<file path="src/rtl/writeback_commit_buffer_if.sv">
// Writeback/commit bus: memory-stage enqueue handshake, regfile write lanes,
// commit records, forwarding queries and occupancy.
// Optional macro WB_RETIRE_COUNTER_EN adds retired_count / retire_stall_cycles.
interface writeback_commit_buffer_if #(
   parameter int XLEN         = 64,
   parameter int DEPTH        = 4,
   parameter int COMMIT_WIDTH = 2
);
   logic                                in_valid;
   logic                                in_ready;
   logic [31:0]                         in_inst;
   logic [XLEN-1:0]                     in_pc;
   logic [XLEN-1:0]                     in_value;
   logic                                in_wen;
   logic                                in_jump;
   logic                                commit_hold;
   logic [COMMIT_WIDTH-1:0]             rf_we;
   logic [COMMIT_WIDTH-1:0][4:0]        rf_waddr;
   logic [COMMIT_WIDTH-1:0][XLEN-1:0]   rf_wdata;
   logic [COMMIT_WIDTH-1:0]             commit_valid;
   logic [COMMIT_WIDTH-1:0][31:0]       commit_inst;
   logic [COMMIT_WIDTH-1:0][XLEN-1:0]   commit_pc;
   logic [COMMIT_WIDTH-1:0]             commit_jump;
   logic [1:0][4:0]                     fwd_raddr;
   logic [1:0]                          fwd_hit;
   logic [1:0][XLEN-1:0]                fwd_data;
   logic [$clog2(DEPTH):0]              count;
`ifdef WB_RETIRE_COUNTER_EN
   logic [63:0]                         retired_count;
   logic [31:0]                         retire_stall_cycles;
`endif

   // environment side: drives the memory stage, hold and queries
   modport master (
      output in_valid, in_inst, in_pc, in_value, in_wen, in_jump,
      output commit_hold, fwd_raddr,
      input  in_ready, rf_we, rf_waddr, rf_wdata,
      input  commit_valid, commit_inst, commit_pc, commit_jump,
      input  fwd_hit, fwd_data,
`ifdef WB_RETIRE_COUNTER_EN
      input  retired_count, retire_stall_cycles,
`endif
      input  count
   );

   // buffer side
   modport slave (
      input  in_valid, in_inst, in_pc, in_value, in_wen, in_jump,
      input  commit_hold, fwd_raddr,
      output in_ready, rf_we, rf_waddr, rf_wdata,
      output commit_valid, commit_inst, commit_pc, commit_jump,
      output fwd_hit, fwd_data,
`ifdef WB_RETIRE_COUNTER_EN
      output retired_count, retire_stall_cycles,
`endif
      output count
   );
endinterface

</file>
<file path="src/rtl/writeback_commit_buffer.sv">
// In-order writeback/retirement buffer. One entry enqueued per cycle, up to
// COMMIT_WIDTH oldest entries retired per cycle, youngest-writer forwarding
// for two source registers over buffered and incoming entries.
// Optional macro WB_RETIRE_COUNTER_EN adds retirement and stall counters.
module writeback_commit_buffer #(
   parameter int XLEN         = 64,
   parameter int DEPTH        = 4,
   parameter int COMMIT_WIDTH = 2
) (
   input logic                       clk,
   input logic                       reset,
   writeback_commit_buffer_if.slave  bus
);
   localparam int PW = $clog2(DEPTH);
   localparam int CB = PW + 1;

   typedef struct packed {
      logic [31:0]     inst;
      logic [XLEN-1:0] pc;
      logic [XLEN-1:0] value;
      logic            wen;
      logic            jump;
   } entry_t;

   entry_t                           mem [DEPTH];
   logic [DEPTH-1:0]                 e_vld;
   logic [CB-1:0]                    head, tail, occ, n_ret;
   logic                             full, enq;
   logic [COMMIT_WIDTH-1:0][PW-1:0]  lane_idx;
   logic [COMMIT_WIDTH-1:0][4:0]     lane_rd;
   logic [COMMIT_WIDTH-1:0]          lane_wen, lane_live, rf_we_c;
   logic [1:0]                       fwd_hit_c;
   logic [1:0][XLEN-1:0]             fwd_data_c;

   // occupancy from wrap-bit pointers; full when only the wrap bit differs
   assign occ  = tail - head;
   assign full = (head[PW] != tail[PW]) && (head[PW-1:0] == tail[PW-1:0]);
   assign bus.in_ready = !full && !reset;
   assign enq  = bus.in_valid && bus.in_ready;
   assign bus.count = occ;

   // retire count: min(occupancy, COMMIT_WIDTH) unless held or in reset
   always_comb begin
      n_ret = '0;
      if (!reset && !bus.commit_hold)
         n_ret = (occ > CB'(COMMIT_WIDTH)) ? CB'(COMMIT_WIDTH) : occ;
   end

   // commit lanes read straight from storage, lane 0 = head (oldest)
   for (genvar i = 0; i < COMMIT_WIDTH; i++) begin : g_lane
      entry_t ent;
      assign lane_idx[i]          = head[PW-1:0] + PW'(i);
      assign ent                  = mem[lane_idx[i]];
      assign lane_live[i]         = n_ret > CB'(i);
      assign lane_rd[i]           = ent.inst[11:7];
      assign lane_wen[i]          = ent.wen;
      assign bus.commit_valid[i]  = lane_live[i];
      assign bus.commit_inst[i]   = ent.inst;
      assign bus.commit_pc[i]     = ent.pc;
      assign bus.commit_jump[i]   = ent.jump;
      assign bus.rf_waddr[i]      = ent.inst[11:7];
      assign bus.rf_wdata[i]      = ent.value;
   end

   // regfile write enables; an older lane yields to a younger lane writing the same rd
   always_comb begin
      rf_we_c = '0;
      for (int i = 0; i < COMMIT_WIDTH; i++) begin
         rf_we_c[i] = lane_live[i] && lane_wen[i] && (lane_rd[i] != 5'd0);
         for (int j = 0; j < COMMIT_WIDTH; j++)
            if (j > i && lane_live[j] && lane_wen[j] && lane_rd[j] == lane_rd[i])
               rf_we_c[i] = 1'b0;
      end
   end
   assign bus.rf_we = rf_we_c;

   // forwarding: scan oldest to youngest so the last match wins, incoming entry last
   always_comb begin
      logic [PW-1:0] idx;
      idx        = '0;
      fwd_hit_c  = '0;
      fwd_data_c = '0;
      if (!reset) begin
         for (int q = 0; q < 2; q++) begin
            if (bus.fwd_raddr[q] != 5'd0) begin
               for (int k = 0; k < DEPTH; k++) begin
                  idx = head[PW-1:0] + PW'(k);
                  if (CB'(k) < occ && e_vld[idx] && mem[idx].wen &&
                      mem[idx].inst[11:7] == bus.fwd_raddr[q]) begin
                     fwd_hit_c[q]  = 1'b1;
                     fwd_data_c[q] = mem[idx].value;
                  end
               end
               if (enq && bus.in_wen && bus.in_inst[11:7] == bus.fwd_raddr[q]) begin
                  fwd_hit_c[q]  = 1'b1;
                  fwd_data_c[q] = bus.in_value;
               end
            end
         end
      end
   end
   assign bus.fwd_hit  = fwd_hit_c;
   assign bus.fwd_data = fwd_data_c;

   // pointers and entry valid bits; retiring slots never alias the tail slot (no enqueue when full)
   always_ff @(posedge clk) begin
      if (reset) begin
         head  <= '0;
         tail  <= '0;
         e_vld <= '0;
      end else begin
         for (int i = 0; i < COMMIT_WIDTH; i++)
            if (lane_live[i]) e_vld[lane_idx[i]] <= 1'b0;
         if (enq) begin
            e_vld[tail[PW-1:0]] <= 1'b1;
            tail <= tail + CB'(1);
         end
         head <= head + n_ret;
      end
   end

   // entry payload storage, written at tail on enqueue
   always_ff @(posedge clk) begin
      if (enq)
         mem[tail[PW-1:0]] <= '{inst: bus.in_inst, pc: bus.in_pc, value: bus.in_value,
                                wen: bus.in_wen, jump: bus.in_jump};
   end

`ifdef WB_RETIRE_COUNTER_EN
   logic [63:0] retired_q;
   logic [31:0] stall_q;

   // retirement total and cycles where hold blocked a non-empty buffer
   always_ff @(posedge clk) begin
      if (reset) begin
         retired_q <= '0;
         stall_q   <= '0;
      end else begin
         retired_q <= retired_q + 64'(n_ret);
         if (bus.commit_hold && occ != '0) stall_q <= stall_q + 32'd1;
      end
   end
   assign bus.retired_count       = retired_q;
   assign bus.retire_stall_cycles = stall_q;
`endif
endmodule
</file>
<file path="src/flat_wrapper.sv">
// flat-port wrapper written by rule: the top's interface ports become plain ports
module writeback_commit_buffer_flat 
#(
   parameter int XLEN         = 64,
   parameter int DEPTH        = 4,
   parameter int COMMIT_WIDTH = 2
)
  (clk, reset, bus_in_valid, bus_in_inst, bus_in_pc, bus_in_value, bus_in_wen, bus_in_jump, bus_commit_hold, bus_fwd_raddr, bus_in_ready, bus_rf_we, bus_rf_waddr, bus_rf_wdata, bus_commit_valid, bus_commit_inst, bus_commit_pc, bus_commit_jump, bus_fwd_hit, bus_fwd_data, bus_count);
  writeback_commit_buffer_if #(.XLEN(XLEN), .DEPTH(DEPTH), .COMMIT_WIDTH(COMMIT_WIDTH)) bus_i ();
  input logic clk;
  input logic reset;
  input wire logic [$bits(bus_i.in_valid)-1:0] bus_in_valid;
  input wire logic [$bits(bus_i.in_inst)-1:0] bus_in_inst;
  input wire logic [$bits(bus_i.in_pc)-1:0] bus_in_pc;
  input wire logic [$bits(bus_i.in_value)-1:0] bus_in_value;
  input wire logic [$bits(bus_i.in_wen)-1:0] bus_in_wen;
  input wire logic [$bits(bus_i.in_jump)-1:0] bus_in_jump;
  input wire logic [$bits(bus_i.commit_hold)-1:0] bus_commit_hold;
  input wire logic [$bits(bus_i.fwd_raddr)-1:0] bus_fwd_raddr;
  output wire logic [$bits(bus_i.in_ready)-1:0] bus_in_ready;
  output wire logic [$bits(bus_i.rf_we)-1:0] bus_rf_we;
  output wire logic [$bits(bus_i.rf_waddr)-1:0] bus_rf_waddr;
  output wire logic [$bits(bus_i.rf_wdata)-1:0] bus_rf_wdata;
  output wire logic [$bits(bus_i.commit_valid)-1:0] bus_commit_valid;
  output wire logic [$bits(bus_i.commit_inst)-1:0] bus_commit_inst;
  output wire logic [$bits(bus_i.commit_pc)-1:0] bus_commit_pc;
  output wire logic [$bits(bus_i.commit_jump)-1:0] bus_commit_jump;
  output wire logic [$bits(bus_i.fwd_hit)-1:0] bus_fwd_hit;
  output wire logic [$bits(bus_i.fwd_data)-1:0] bus_fwd_data;
  output wire logic [$bits(bus_i.count)-1:0] bus_count;
  assign bus_i.in_valid = bus_in_valid;
  assign bus_i.in_inst = bus_in_inst;
  assign bus_i.in_pc = bus_in_pc;
  assign bus_i.in_value = bus_in_value;
  assign bus_i.in_wen = bus_in_wen;
  assign bus_i.in_jump = bus_in_jump;
  assign bus_i.commit_hold = bus_commit_hold;
  assign bus_i.fwd_raddr = bus_fwd_raddr;
  assign bus_in_ready = bus_i.in_ready;
  assign bus_rf_we = bus_i.rf_we;
  assign bus_rf_waddr = bus_i.rf_waddr;
  assign bus_rf_wdata = bus_i.rf_wdata;
  assign bus_commit_valid = bus_i.commit_valid;
  assign bus_commit_inst = bus_i.commit_inst;
  assign bus_commit_pc = bus_i.commit_pc;
  assign bus_commit_jump = bus_i.commit_jump;
  assign bus_fwd_hit = bus_i.fwd_hit;
  assign bus_fwd_data = bus_i.fwd_data;
  assign bus_count = bus_i.count;
  writeback_commit_buffer #(.XLEN(XLEN), .DEPTH(DEPTH), .COMMIT_WIDTH(COMMIT_WIDTH)) u_core (.clk(clk), .reset(reset), .bus(bus_i));
endmodule
</file>
<file path="config.mk">
export PLATFORM = sky130hd
export DESIGN_NAME = writeback_commit_buffer_flat
export DESIGN_NICKNAME = d
export VERILOG_FILES = /design/src/rtl/writeback_commit_buffer_if.sv /design/src/rtl/writeback_commit_buffer.sv /design/src/flat_wrapper.sv
export SDC_FILE = /design/constraint.sdc
export NUM_CORES = 2
export LEC_CHECK = 0
export BUFFER_PORTS_ARGS = -buffer_cell sky130_fd_sc_hd__buf_4
export CORE_AREA = 2 2 371 300
export DETAILED_ROUTE_END_ITERATION = 10
export DIE_AREA = 0 0 373 302
export GPL_TIMING_DRIVEN = 0
export SLEW_MARGIN = 20
export SYNTH_ARGS = -nofsm -noshare
export SYNTH_HDL_FRONTEND = slang
export SYNTH_SLANG_ARGS = --single-unit
</file>
<file path="constraint.sdc">
create_clock -name clk -period 6.85 [get_ports clk]
set_clock_uncertainty 0.2 [all_clocks]
set_input_delay 0.685 -clock clk [delete_from_list [all_inputs] [get_ports clk]]
set_output_delay 0.685 -clock clk [all_outputs]
set_load 0.005 [all_outputs]
</file>
# Yosys cells after proc, flatten, opt, wreduce, memory -nomap -nowiden
# Memories as Yosys holds them, arrays and structs flattened. A register that Yosys moved wholly into a read port is not among the register bits.
# Cells that the tools add are included.
# classes
order_cmp,15
n_div,0
shift,0
add_sub_neg,6
bitwise,5
eq_ne,13
n_mul,0
muxes,51
n_reduce_logical,38
# ops
op,count
64-bit two-way mux,12
128-bit two-way mux,1
5-bit == test,11
1-bit logical AND,31
1-bit two-way mux,22
4-bit two-way mux,5
5-bit nonzero test,4
2-bit by 3-bit < comparator with 1-bit output (second input constant),5
4-bit bitwise AND,2
1-bit binary-select mux with 2-bit select,4
4-bit NOT,2
1-bit demux with 2-bit select,3
2-bit by 1-bit greater-or-equal comparator with 1-bit output (second input constant),3
3-bit by 1-bit > comparator with 1-bit output (second input constant),2
1-bit by 3-bit < comparator with 1-bit output (first input constant),2
2-bit by 3-bit < comparator with 1-bit output (first input constant),2
3-bit two-way mux,2
2-bit adder (second input constant),2
2-bit two-way mux,2
4-bit bitwise OR,1
3-bit by 1-bit adder with 3-bit output (second input constant),1
3-bit adder,1
3-bit by 2-bit > comparator with 1-bit output (second input constant),1
1-bit logical NOT,3
4 further kinds,4
# totals
ram_bits,648
output_inout_bits,470
regBits,10
wordCells,132
latchBits,0
n_memories,1
romBits,0
# memory_table
name,depth,width,read_ports,rd_clocked_by_memory_dff,wr,line_no,text
u_core.mem,4,162,4,1,1,writeback_commit_buffer.sv:25,entry_t mem [DEPTH];

# Logic depth before layout (Yosys ltp)
# depth
word_depth,13
ltp_mapped,15
mapped_depth_nobuf,11

# Worst setup path after synthesis
# No wires, ideal clock.
# synth_timing
path_type,register -> register
startpoint,reg u_core.head[1]
endpoint,"mem u_core.mem[0][0] (netlist name), enable pin"
arrival_time_ns,5.264
required_ns,6.106
synth_period_minus_slack_ns,6.008
path_slack_ns,0.842
path_stages_with_launch,7
setup_ns,0.544
cell_sequence,dfxtp_1 > buf_4 > buf_2 > inv_1 > ha_1 > a31oi_1 > and3_1
# synth_between
elab_chain_cells,7
# synth_lines
element,line_no,text
start: declaration,writeback_commit_buffer.sv:27,"logic [CB-1:0] head, tail, occ, n_ret;"
start signal: assignment,writeback_commit_buffer.sv:118,head <= head + n_ret;
2-bit == test,writeback_commit_buffer.sv:37,assign full = (head[PW] != tail[PW]) && (head[PW-1:0] == tail[PW-1:0]);
1-bit logical AND,writeback_commit_buffer.sv:37,
1-bit logical NOT,writeback_commit_buffer.sv:38,assign bus.in_ready = !full && !reset;
1-bit logical AND,writeback_commit_buffer.sv:38,
via bus_in_ready,flat_wrapper.sv:20,output wire logic [$bits(bus_i.in_ready)-1:0] bus_in_ready;
1-bit logical AND,writeback_commit_buffer.sv:39,assign enq = bus.in_valid && bus.in_ready;
1-bit two-way mux,writeback_commit_buffer.sv:124,if (enq)
1-bit two-way mux (not written as such),writeback_commit_buffer.sv:125,"mem[tail[PW-1:0]] <= '{inst: bus.in_inst, pc: bus.in_pc, value: bus.in_value,"
end: declaration,writeback_commit_buffer.sv:25,
# The timed path passes the listed nets, and every way through them passes these cells.

# Worst setup path in the final report
# layout_timing
startpoint,reg u_core.head[1]
endpoint,out bus_fwd_data[127]
# layout_between
elab_chain_cells,12
elab_cells_between_ends,46
cone_classes,add/sub: 4; order compare: 4; eq/ne: 4; mux: 15; reduce/logical: 18; memory: 1
# layout_lines
element,line_no,text
3-bit subtractor (tied with other cells),writeback_commit_buffer.sv:36,assign occ = tail - head;
1-bit by 3-bit < comparator with 1-bit output (tied with other cells),writeback_commit_buffer.sv:88,if (CB'(k) < occ && e_vld[idx] && mem[idx].wen &&
1-bit logical AND / 1-bit two-way mux (equally long branches),writeback_commit_buffer.sv:88,
1-bit logical AND,-,
1-bit logical AND,writeback_commit_buffer.sv:88,
64-bit two-way mux / 1-bit logical AND (equally long branches),writeback_commit_buffer.sv:88,
64-bit two-way mux (3 in a row),writeback_commit_buffer.sv:88,
64-bit two-way mux (*),writeback_commit_buffer.sv:94,if (enq && bus.in_wen && bus.in_inst[11:7] == bus.fwd_raddr[q]) begin
64-bit two-way mux (*),writeback_commit_buffer.sv:85,if (bus.fwd_raddr[q] != 5'd0) begin
128-bit two-way mux (*),writeback_commit_buffer.sv:83,if (!reset) begin
end: declaration,flat_wrapper.sv:29,output wire logic [$bits(bus_i.fwd_data)-1:0] bus_fwd_data;
# Every way passes the cells marked *; elsewhere a longest branch is shown, timed or not. The select of a mux whose other input is x is not followed.

==> flow_summary_export.csv <==
group,metric,value,unit
power_and_ir_drop,p_per_area,231.1,nW/µm²
power_and_ir_drop,ir_worst_vdd,220.9,µV
synthesis,yosysWarnings,0,
timing,fin_crit,6.612,ns
synthesis,ys_types,65,
synthesis,synthesis.area,37850,µm²
clocking,htree_num_levels,3,
synthesis,synth-async-reset-ratio,0,%
cells_and_area,area.growth.synth_to_final,29.33,%
global_routing,grt_max_degree,80,
cells_and_area,utilization,44.81,%
die,io_pins,646,
clocking,clockRootBuffer,"clkbuf_16",
critical_path,timing.critical_path.buf_inv,8,
die,core_area,109200,µm²
die,num_rows,109,
run_status,outcome,"complete, but fails checks",
critical_path,worst-setup-path-type,"reg -> out",
synthesis,netlist_instances,2511,
timing,fin_crit_sh,96.53,%
min_path,hp-class,"in -> reg",
die,die_h,302,µm
global_routing,grt_pass1_vias,29510,
clocking,cts_tree,"done",
critical_path,cp_max_fo,17,
synthesis,ys_seq_area_share,51.94,%
critical_path,crit_family,"buffers and inverters",
detailed_routing,post-route-drc-count,2,
critical_path,path_cells,"buf_4 > inv_1 > ha_1 > buf_4 > clkinv_1 > clkbuf_1 > clkbuf_2 > clkbuf_1 > nor2_1 > nor2_1 > nand2_1 > a311oi_2 > buf_4",
critical_path,critPathMaxStageDelay,0.76,ns
power_and_ir_drop,switching_share,29.71,%
synthesis,synth_area_leaders,"edfxtp_1 51%, mux4_2 20%, nor2_1 2.8%",
synthesis,synthTopCellsByCount,"648 x edfxtp_1, 339 x mux4_2, 284 x nor2_1",
synthesis,yosysMostFrequentCell,"edfxtp_1",
global_routing,globalRouteTotalUtil,27.92,%
die,die_width,373,µm
timing,slew_headroom,17.66,%
power_and_ir_drop,leakagePower,16.16,nW
place,dp_hpwl,116500,µm
synthesis,synth_edf_count,648,
synthesis,synth_top_area_share,51.41,%
timing,setup_viol,0,
detailed_routing,wl_per_cell,33.19,µm
synthesis,ys_ff_latch,658,
power_and_ir_drop,p_switching,3.361,mW
power_and_ir_drop,p_int,7.951,mW
place,globalplace.congestion,0.9420,
synthesis,synth_nets,2700,
critical_path,end_kind,"output pin",
run,max-cap-violations,0,
run_status,violations,"DRC",
clocking,numCtsBuffers,75,
clocking,cts_max_path_buffers,3,
power_and_ir_drop,p_clk_share,35.5,%
cells_and_area,nets,3565,
cells_and_area,drive_above_1_share,44.83,%
die,dieArea,112600,µm²
global_routing,grt_pass1_wl,224600,µm
clocking,path_clk_slew,0.06,ns
power_and_ir_drop,p_comb_share,23.7,%
power_and_ir_drop,power,11.31,mW
timing,hold_ws,0.04243,ns
detailed_routing,drt-initial-drc-count,3981,
timing,worstMarginPinSlew,1.235,ns
critical_path,required,5.96,ns
timing,setup-tns-final,0,ns
critical_path,path_common_cell,"buf_4",
synthesis,postSynthAreaPerCell,15.07,µm²
critical_path,cp.arrival,5.73,ns
power_and_ir_drop,power.share.sequential,40.7,%
detailed_routing,via_count,30220,
global_routing,grt-ovfl-total,0,
synthesis,yosys.area.top_type,"edfxtp_1",
timing,rsz0062_at_grt,"false",
timing,finalHoldViolations,0,
detailed_routing,detail_route.vias_per_cell,6.192,
critical_path,cpMaxStageDelayCell,"clkbuf_1",
clocking,insertion_delay,0.68,ns
detailed_routing,wl,162000,µm
timing,final_max_slew_viol_count,0,
critical_path,cp-start-kind,"flop",
detailed_routing,dr.pass1.iters,11,
global_routing,antenna_found_initial,15,
clocking,clkSinkCount,658,
detailed_routing,ant_nets,0,
synthesis,dominantRegCellSynth,"edfxtp_1",
die,start_util,34.65,%
place,numPortBuffers,635,
timing,fmax,0.1512,GHz
through the flow:
| step | setup slack, ns | instances | area (µm²) |
|---|---|---|---|
| after floorplan | 0.8419 | 2511 | 37850 |
| after global placement | -3.682 | 4589 | 44430 |
| after detailed placement | -0.08296 | 4606 | 44870 |
| after CTS | 0.0006257 | 4879 | 48860 |
| after global routing | 0.1643 | 4880 | 48950 |
| final | 0.2378 | 4881 | 48960 |
worst paths after layout:
check | startpoint | end | slack, ns | depth (start not counted)
setup / recovery | u_core.head[1]$_SDFF_PP0_ | bus_fwd_data[127] | 0.24 | 13
hold / removal | bus_in_value[5] | u_core.mem[2][7]$_DFFE_PP_ | 0.04 | 1
setup reg to reg | u_core.head[1]$_SDFF_PP0_ | u_core.mem[3][93]$_DFFE_PP_ | 2.97 | 9
hold reg to reg | u_core.e_vld[3]$_SDFF_PP0_ | u_core.e_vld[3]$_SDFF_PP0_ | 0.32 | 2
cells by family after synthesis:
logic type,share of synthesized area (%)
AO/OA/AOI/OAI,13.14
XOR/XNOR,1.507
adder cells (fa/ha/maj),0.4694
buffers and inverters,3.709
flip-flops,51.94
multiplexers,24.05
AND/OR/NAND/NOR,5.186
per-layer routing:
metal / GRT usage, % / share of wire [%] / wire length (µm) / vias to the layer above
met1: 34.87 / 37 / 60470 / 15540
met2: 43.91 / 46 / 74610 / 2057
met5: 0 / 0.10 / 169 / -
met3: 11.42 / 13 / 20610 / 366
li1: - / - / - / 12240
met4: 9.824 / 3.8 / 6161 / 24
flip-flops by register name (all words and copies together) (netlist names):
signal and cells:
u_core.e_vld 4, u_core.head 3, u_core.tail 3, u_core.mem 648
area by class of cell:
| type | instances | area (µm²) |
|---|---|---|
| multi-input cells | 1577 | 17020 |
| diodes | 3 | 7.507 |
| plain buffers | 262 | 1423 |
| inverters | 12 | 52.55 |
| clock inverters | 48 | 476.7 |
| repair buffers | 790 | 6563 |
| well taps | 1443 | 1805 |
| clock buffers | 88 | 1947 |
| flip-flops and latches | 658 | 19660 |
| fillers | 9787 | 60290 |
cell usage in the layout, fill, tap and decap left out, types with 42 or more instances in the layout:
cell type        n
clkbuf_1       112
mux4_2         339
o211ai_1       133
nand2_1        135
a311oi_2        57
nor2_1         284
dlygate4sd3_1  132
buf_4          661
a31oi_1         56
xnor2_1         42
o21ai_0         66
a221o_2         49
a221o_1         69
o211ai_2        50
edfxtp_1       648
buf_2           72
mux2_2          91
clkbuf_16       76
what timing repair did:
item / CTS / global route
hold buffers: 132 / 0
gates resized for setup: 43 / 22
pin swaps: 2 / 0
hold endpoints to repair: 502 / 0
setup endpoints to repair: 124 / 72
buffers inserted: 6 / 0
power by group through the flow:
| stage | logic (mW) | registers (mW) | clock network (mW) |
|---|---|---|---|
| 5_1_grt | 2.81 | 4.61 | 4.24 |
| 6_report | 2.69 | 4.61 | 4.02 |
| 3_3_place_gp | 2.56 | 4.73 | 0 |
| 4_1_cts | 2.68 | 4.60 | 4.09 |
| 2_1_floorplan | 1.26 | 4.69 | 0 |
| 3_5_place_dp | 2.58 | 4.69 | 0 |
worst reg2reg max path, cell delays in order, from the launching register on:
cell and delay, ns:
dfxtp_1 0.43, buf_4 0.35, inv_1 0.24, ha_1 0.32
a31oi_1 0.40, and2_1 0.19, clkbuf_1 0.29, nand2_1 0.25
inv_8 0.30, buf_16 0.43
Note: power is estimated with default switching activity, not from simulation.
